**config.mk**
```make
export PLATFORM = sky130hd
export DESIGN_NAME = clint_regs
export DESIGN_NICKNAME = d
export VERILOG_FILES = /design/src/rtl/clint_regs.sv
export SDC_FILE = /design/constraint.sdc
export NUM_CORES = 1
export LEC_CHECK = 0
export ABC_AREA = 1
export CORE_MARGIN = 5
export CORE_UTILIZATION = 40
export CTS_CLUSTER_DIAMETER = 200
export DETAILED_ROUTE_END_ITERATION = 16
export MAX_ROUTING_LAYER = met4
export PLACE_DENSITY = 0.63
export SLEW_MARGIN = 10
export SYNTH_ARGS = -nofsm -noshare
export SYNTH_HDL_FRONTEND = slang
export SYNTH_SLANG_ARGS = --single-unit
```
**constraint.sdc**
```tcl
create_clock -name clk_i -period 5.6 [get_ports clk_i]
set_clock_uncertainty 0.15 [all_clocks]
set_input_delay 0.56 -clock clk_i [delete_from_list [all_inputs] [get_ports clk_i]]
set_output_delay 0.56 -clock clk_i [all_outputs]
set_load 0.01 [all_outputs]
```
**src/rtl/clint_regs.sv**
```systemverilog
// CLINT register back-end: mtime counter, per-hart mtimecmp/msip, timer and software interrupts.
// Build option CLINT_RTC_SYNC_EN adds a 2-flop synchronizer in front of the rtc edge detector.
module clint_regs #(
    parameter int unsigned AXI_ADDR_WIDTH = 64,
    parameter int unsigned AXI_DATA_WIDTH = 64,
    parameter int unsigned NR_CORES       = 1
) (
    input  logic                      clk_i,
    input  logic                      rst_i,
    input  logic [AXI_ADDR_WIDTH-1:0] address_i,
    input  logic                      en_i,
    input  logic                      we_i,
    input  logic [AXI_DATA_WIDTH-1:0] data_i,
    output logic [AXI_DATA_WIDTH-1:0] data_o,
    input  logic                      rtc_i,
    output logic [NR_CORES-1:0]       timer_irq_o,
    output logic [NR_CORES-1:0]       ipi_o
);

    // Decode works on 64-bit word indices (address_i[15:3]).
    localparam logic [12:0] MSIP_BASE     = 13'h0000;
    localparam logic [12:0] MTIMECMP_BASE = 13'h0800;
    localparam logic [12:0] MTIME_WORD    = 13'h17FF;

    logic [12:0] word;
    logic        wr_en;
    logic [63:0] wdata;
    logic        unused_addr;

    assign word  = address_i[15:3];
    assign wr_en = en_i & we_i;
    assign wdata = data_i[63:0];

    // The map aliases: upper address bits and the byte offset take no part in decode.
    if (AXI_ADDR_WIDTH > 16) begin : g_addr_wide
        assign unused_addr = ^{address_i[AXI_ADDR_WIDTH-1:16], address_i[2:0]};
    end else begin : g_addr_narrow
        assign unused_addr = ^address_i[2:0];
    end

    // ------------------------------------------------------------------
    // rtc conditioning and edge detect
    // ------------------------------------------------------------------
    logic rtc_cond;
    logic rtc_q;
    logic rtc_tick;

`ifdef CLINT_RTC_SYNC_EN
    logic [1:0] rtc_sync_q;

    always_ff @(posedge clk_i or posedge rst_i) begin
        if (rst_i) begin
            rtc_sync_q <= '0;
        end else begin
            rtc_sync_q <= {rtc_sync_q[0], rtc_i};
        end
    end

    assign rtc_cond = rtc_sync_q[1];
`else
    assign rtc_cond = rtc_i;
`endif

    // NOTE: all state updates use non-blocking assignments so every flop samples pre-edge values.
    always_ff @(posedge clk_i or posedge rst_i) begin
        if (rst_i) begin
            rtc_q <= 1'b0;
        end else begin
            rtc_q <= rtc_cond;
        end
    end

    assign rtc_tick = rtc_cond & ~rtc_q;

    // ------------------------------------------------------------------
    // mtime: a software write takes priority over a coincident tick
    // ------------------------------------------------------------------
    logic [63:0] mtime_q;

    always_ff @(posedge clk_i or posedge rst_i) begin
        if (rst_i) begin
            mtime_q <= '0;
        end else if (wr_en && word == MTIME_WORD) begin
            mtime_q <= wdata;
        end else if (rtc_tick) begin
            mtime_q <= mtime_q + 64'd1;
        end
    end

    // ------------------------------------------------------------------
    // Per-hart msip, mtimecmp and registered timer compare
    // ------------------------------------------------------------------
    logic [63:0]         mtimecmp_q [NR_CORES];
    logic [NR_CORES-1:0] msip_q;
    logic [NR_CORES-1:0] timer_irq_q;

    // NOTE: mtimecmp is a small register array, not a RAM; it must come out of reset as all-ones
    // so no hart sees a spurious timer interrupt, hence every entry is reset explicitly.
    always_ff @(posedge clk_i or posedge rst_i) begin
        if (rst_i) begin
            msip_q      <= '0;
            timer_irq_q <= '0;
            for (int h = 0; h < NR_CORES; h++) begin
                mtimecmp_q[h] <= '1;
            end
        end else begin
            for (int h = 0; h < NR_CORES; h++) begin
                timer_irq_q[h] <= (mtime_q >= mtimecmp_q[h]);
                if (wr_en && word == MSIP_BASE + 13'(h)) begin
                    msip_q[h] <= wdata[0];
                end
                if (wr_en && word == MTIMECMP_BASE + 13'(h)) begin
                    mtimecmp_q[h] <= wdata;
                end
            end
        end
    end

    assign timer_irq_o = timer_irq_q;
    assign ipi_o       = msip_q;

    // ------------------------------------------------------------------
    // Zero-latency read mux; unmapped offsets read as zero
    // ------------------------------------------------------------------
    logic [63:0] rdata;

    // NOTE: rdata gets a default before any decode so the mux never infers a latch.
    always_comb begin
        rdata = '0;
        if (word == MTIME_WORD) begin
            rdata = mtime_q;
        end
        for (int h = 0; h < NR_CORES; h++) begin
            if (word == MSIP_BASE + 13'(h)) begin
                rdata = {63'b0, msip_q[h]};
            end
            if (word == MTIMECMP_BASE + 13'(h)) begin
                rdata = mtimecmp_q[h];
            end
        end
    end

    assign data_o = rdata;

endmodule

```
# == Word-level counts from Yosys, hierarchy flattened ==
# Cells that the tools add are included.
# totals
register_bits,131
in_bits,133
output_inout_bits,66
word_cells,22
# classes
n_addsub,1
magnitude_cmp,1
n_eq_ne,2
n_mux,5
bitwise,3
reduce_logical,5
# ops
cell,n
two-way mux 64 bit,5
"adder 64 x 1 -> 64 bit, second input constant",1
>= comparator 64 bit,1
"== test 13 x 12 -> 1 bit, second input constant",1
"== test 13 bit, second input constant",1
logical NOT 13 bit,1
logical AND 1 bit,3
bitwise AND 1 bit,2
nonzero test 2 bit,1
inverter 1 bit,1

# == Depth between registers and ports, before layout ==
# depth
word_depth,4
depth_mapped,15
depth_no_buf,15

# == Worst setup path before layout ==
# Ideal clock, no wire load.
# synth_timing
kind,input to output
startpoint,in address_i[12]
endpoint,out data_o[12]
arrival_time_ns,1.591
required_time_ns,4.890
setup_slack_ns,3.299
cell_stages,6
n_path_buf,2
cell_sequence,or2_1 > nor2_1 > nand4_1 > clkbuf_1 > clkbuf_1 > o22ai_1
# synth_via
elab_chain_len,4
elab_cells_between_ends,6
classes_between,eq/ne: 2; mux: 3; reduce/logical: 1
# synth_rtl
item,line_no,source
"start, declared",10,"input logic [AXI_ADDR_WIDTH-1:0] address_i,"
== test 13 bit,130,if (word == MTIME_WORD) begin
two-way mux 64 bit,130,
two-way mux 64 bit,134,if (word == MSIP_BASE + 13'(h)) begin
two-way mux 64 bit (*),137,if (word == MTIMECMP_BASE + 13'(h)) begin
"end, declared",14,"output logic [AXI_DATA_WIDTH-1:0] data_o,"
# Every way passes the cells marked *; elsewhere a longest branch is shown, timed or not.

# == Worst setup path after layout ==
# layout_timing
startpoint,in address_i[13]
endpoint,out data_o[48]
# Same word-level chain as after synthesis.

==> impl_metrics.json <==
{
  "grt_pass1_vias": 9528,
  "fin_crit_sh": 0.713,
  "gp_congestion": 0.981,
  "status": "finished, final reports clean",
  "final_cell_mix": "nand2_1 (390), inv_1 (226), nor2_1 (154)",
  "wl_per_cell_microns": 17.1,
  "clock_path_buffers": 2,
  "coreArea_sq_um": 24200,
  "ant_nets": 0,
  "fin_cells": 1914,
  "num_io_pins": 199,
  "cts_buffers": 17,
  "synth_top_area_frac": 0.172,
  "num-nets-final": 1774,
  "antenna_found_initial": 1,
  "drive_gt1_frac": 0.0894,
  "synth.distinct_cells": 38,
  "hold_class": "flip-flop to flip-flop",
  "cp_max_fo": 28,
  "ys.flop_type": "dfrtp_1",
  "hpwl_microns": 24600,
  "drv_slew": 0,
  "cts_resized": 0,
  "syn_inst": 1446,
  "grt_pass1_wl_microns": 52600,
  "route.met2.wl_microns": 15200,
  "start_util": 0.405,
  "holdWs_ps": 330,
  "crit_arrival_ps": 3290,
  "hold_viol": 0,
  "worstSetupPathType": "input port to primary output",
  "die_w_microns": 166,
  "total_power_uw": 2450,
  "die_height_microns": 166,
  "setup_viol": 0,
  "worstMarginPinSlew_ps": 1010,
  "rows": 57,
  "cellLeakagePower_uw": 0.00553,
  "post_cts_buffers": 0,
  "final_common_cell": "nand2_1",
  "rsz0062_at_grt": "false",
  "fmax_ghz": 0.250,
  "dp.cells": 1881,
  "routed_wl_microns": 32800,
  "final.setup.tns_ps": 0,
  "die-area_sq_um": 27700,
  "ir_worst_vdd_uv": 153,
  "worstPathRequired_ps": 4890,
  "yosysWarnings": 0,
  "synth.top_cells.by_area": "dfstp_2 (17%), dfrtp_1 (17%), nand2_1 (15%)",
  "powerDensity_nw_per_um2": 201,
  "vias": 9736,
  "dr.pass1.iters": 6,
  "top_layer": "met4",
  "syn_area_per_cell_sq_um": 6.77,
  "clkLatencyLatePin_ps": 440,
  "max_slew_margin": 0.325,
  "drt-initial-drc-count": 846,
  "io_buffers": 147,
  "grt_max_degree": 132,
  "fin_crit_ps": 4000,
  "cts_num_sinks": 131,
  "path_clk_slew_ps": 70,
  "ctsHoldBuffers": 0,
  "cts_root_buf": "clkbuf_16",
  "grt_remaining_overflow": 0,
  "synth_enable_flop_cells": 0,
  "cts-htree-levels": 4,
  "fin_util": 0.504,
  "yosysTopAreaCell": "dfstp_2",
  "wl_met1_microns": 15300,
  "globalRouteTotalUtil": 0.243,
  "start_kind": "input port",
  "seq_area_frac_synth": 0.343,
  "synthArstFlopShare": 1.00,
  "tritoncts": "built",
  "end_kind": "primary output",
  "syn_to_final_growth_pct": 24.6,
  "netlist_area_sq_um": 9790,
  "viasPerCell": 5.09,
  "syn_nets": 1644,
  "dr_wl_met3_microns": 1510,
  "ys_ff_latch": 131,
  "drv_cap": 0,
  "drt_drc_violations_left": 0
}
[stage by stage]
| stage | worst slack, ps | area, sq um |
|---|---|---|
| floorplan | 1500 | 9790 |
| global placement | 1640 | 11600 |
| detailed placement | 1620 | 11600 |
| CTS | 1620 | 12200 |
| global route | 1470 | 12200 |
| finish | 1600 | 12200 |
[where the power goes]
part / internal (uW) / switching [uW]
Sequential: 974 / 39.7
Combinational: 108 / 136
Clock: 706 / 486
Total: 1790 / 661
[metal layers]
layer / track usage / up-vias
met2: 0.382 / 250
met3: 0.0374 / 54
met1: 0.326 / 4536
met4: 0.0747 / 0
li1: - / 4896
met5: - / -
[synth_stat cells, types with 2 or more instances]
cell type	instances
nor3_2	3
buf_1	4
a21oi_2	6
nand4_1	26
nor2_2	12
nand3_2	2
buf_2	15
buf_4	2
dfstp_2	64
nor2_1	155
nor3_1	36
clkbuf_1	24
xor2_1	35
nand2_1	390
o21ai_0	77
inv_1	227
xnor2_1	3
o21ai_1	16
inv_2	4
o21a_1	2
a21oi_1	68
nand3_1	74
o22ai_1	52
nor2_4	3
dfrtp_1	67
nand2_2	3
ha_1	65
[final cells by class]
cell class,instances,area (sq um)
clock buffer,18,429
fill,2425,12000
sequential,131,3360
tap,324,405
inverter,231,870
clock inverter,14,176
antenna,1,2.50
multi-input combinational,1038,5370
timing repair buffer,157,1580
[logic make-up (layout without fill, tap and decap cells)]
group | count (synthesis) | in the layout | synth area share
compound gates | 227 | 227 | 0.128
xor+xnor | 38 | 38 | 0.0340
fa+ha+maj | 65 | 65 | 0.0831
buf+inv | 277 | 420 | 0.110
flops | 131 | 131 | 0.343
other cells | 0 | 1 | 0
simple gates | 708 | 708 | 0.303
[critical path: stages]
cell	delay (ps)
clkdlybuf4s50_1	530
nand3_1	110
nor2_2	110
buf_4	210
nand2_2	400
buf_4	430
o22ai_1	310
clkdlybuf4s50_1	600
[sequential cells by signal (all words and copies together) (netlist names)]
register,flops
mtime_q,64
mtimecmp_q,64
ipi_o,1
rtc_q,1
timer_irq_o,1
[worst paths after layout]
kind | start | endpoint | slack, ps | cells past startpoint
worst max register to register | mtime_q[20]$_DFFE_PP0P_ | mtime_q[36]$_DFFE_PP0P_ | 3290 | 8
min in group asynchronous | rst_i | mtime_q[38]$_DFFE_PP0P_ | 520 | 3
worst max-delay path | address_i[13] | data_o[48] | 1600 | 8
worst min-delay path | mtimecmp_q[41]$_DFFE_PP1P_ | mtimecmp_q[41]$_DFFE_PP1P_ | 330 | 2
worst min register to register | mtimecmp_q[41]$_DFFE_PP1P_ | mtimecmp_q[41]$_DFFE_PP1P_ | 330 | 2
max in group asynchronous | rst_i | mtime_q[22]$_DFFE_PP0P_ | 4200 | 3
(Power assumes the default switching activity.)
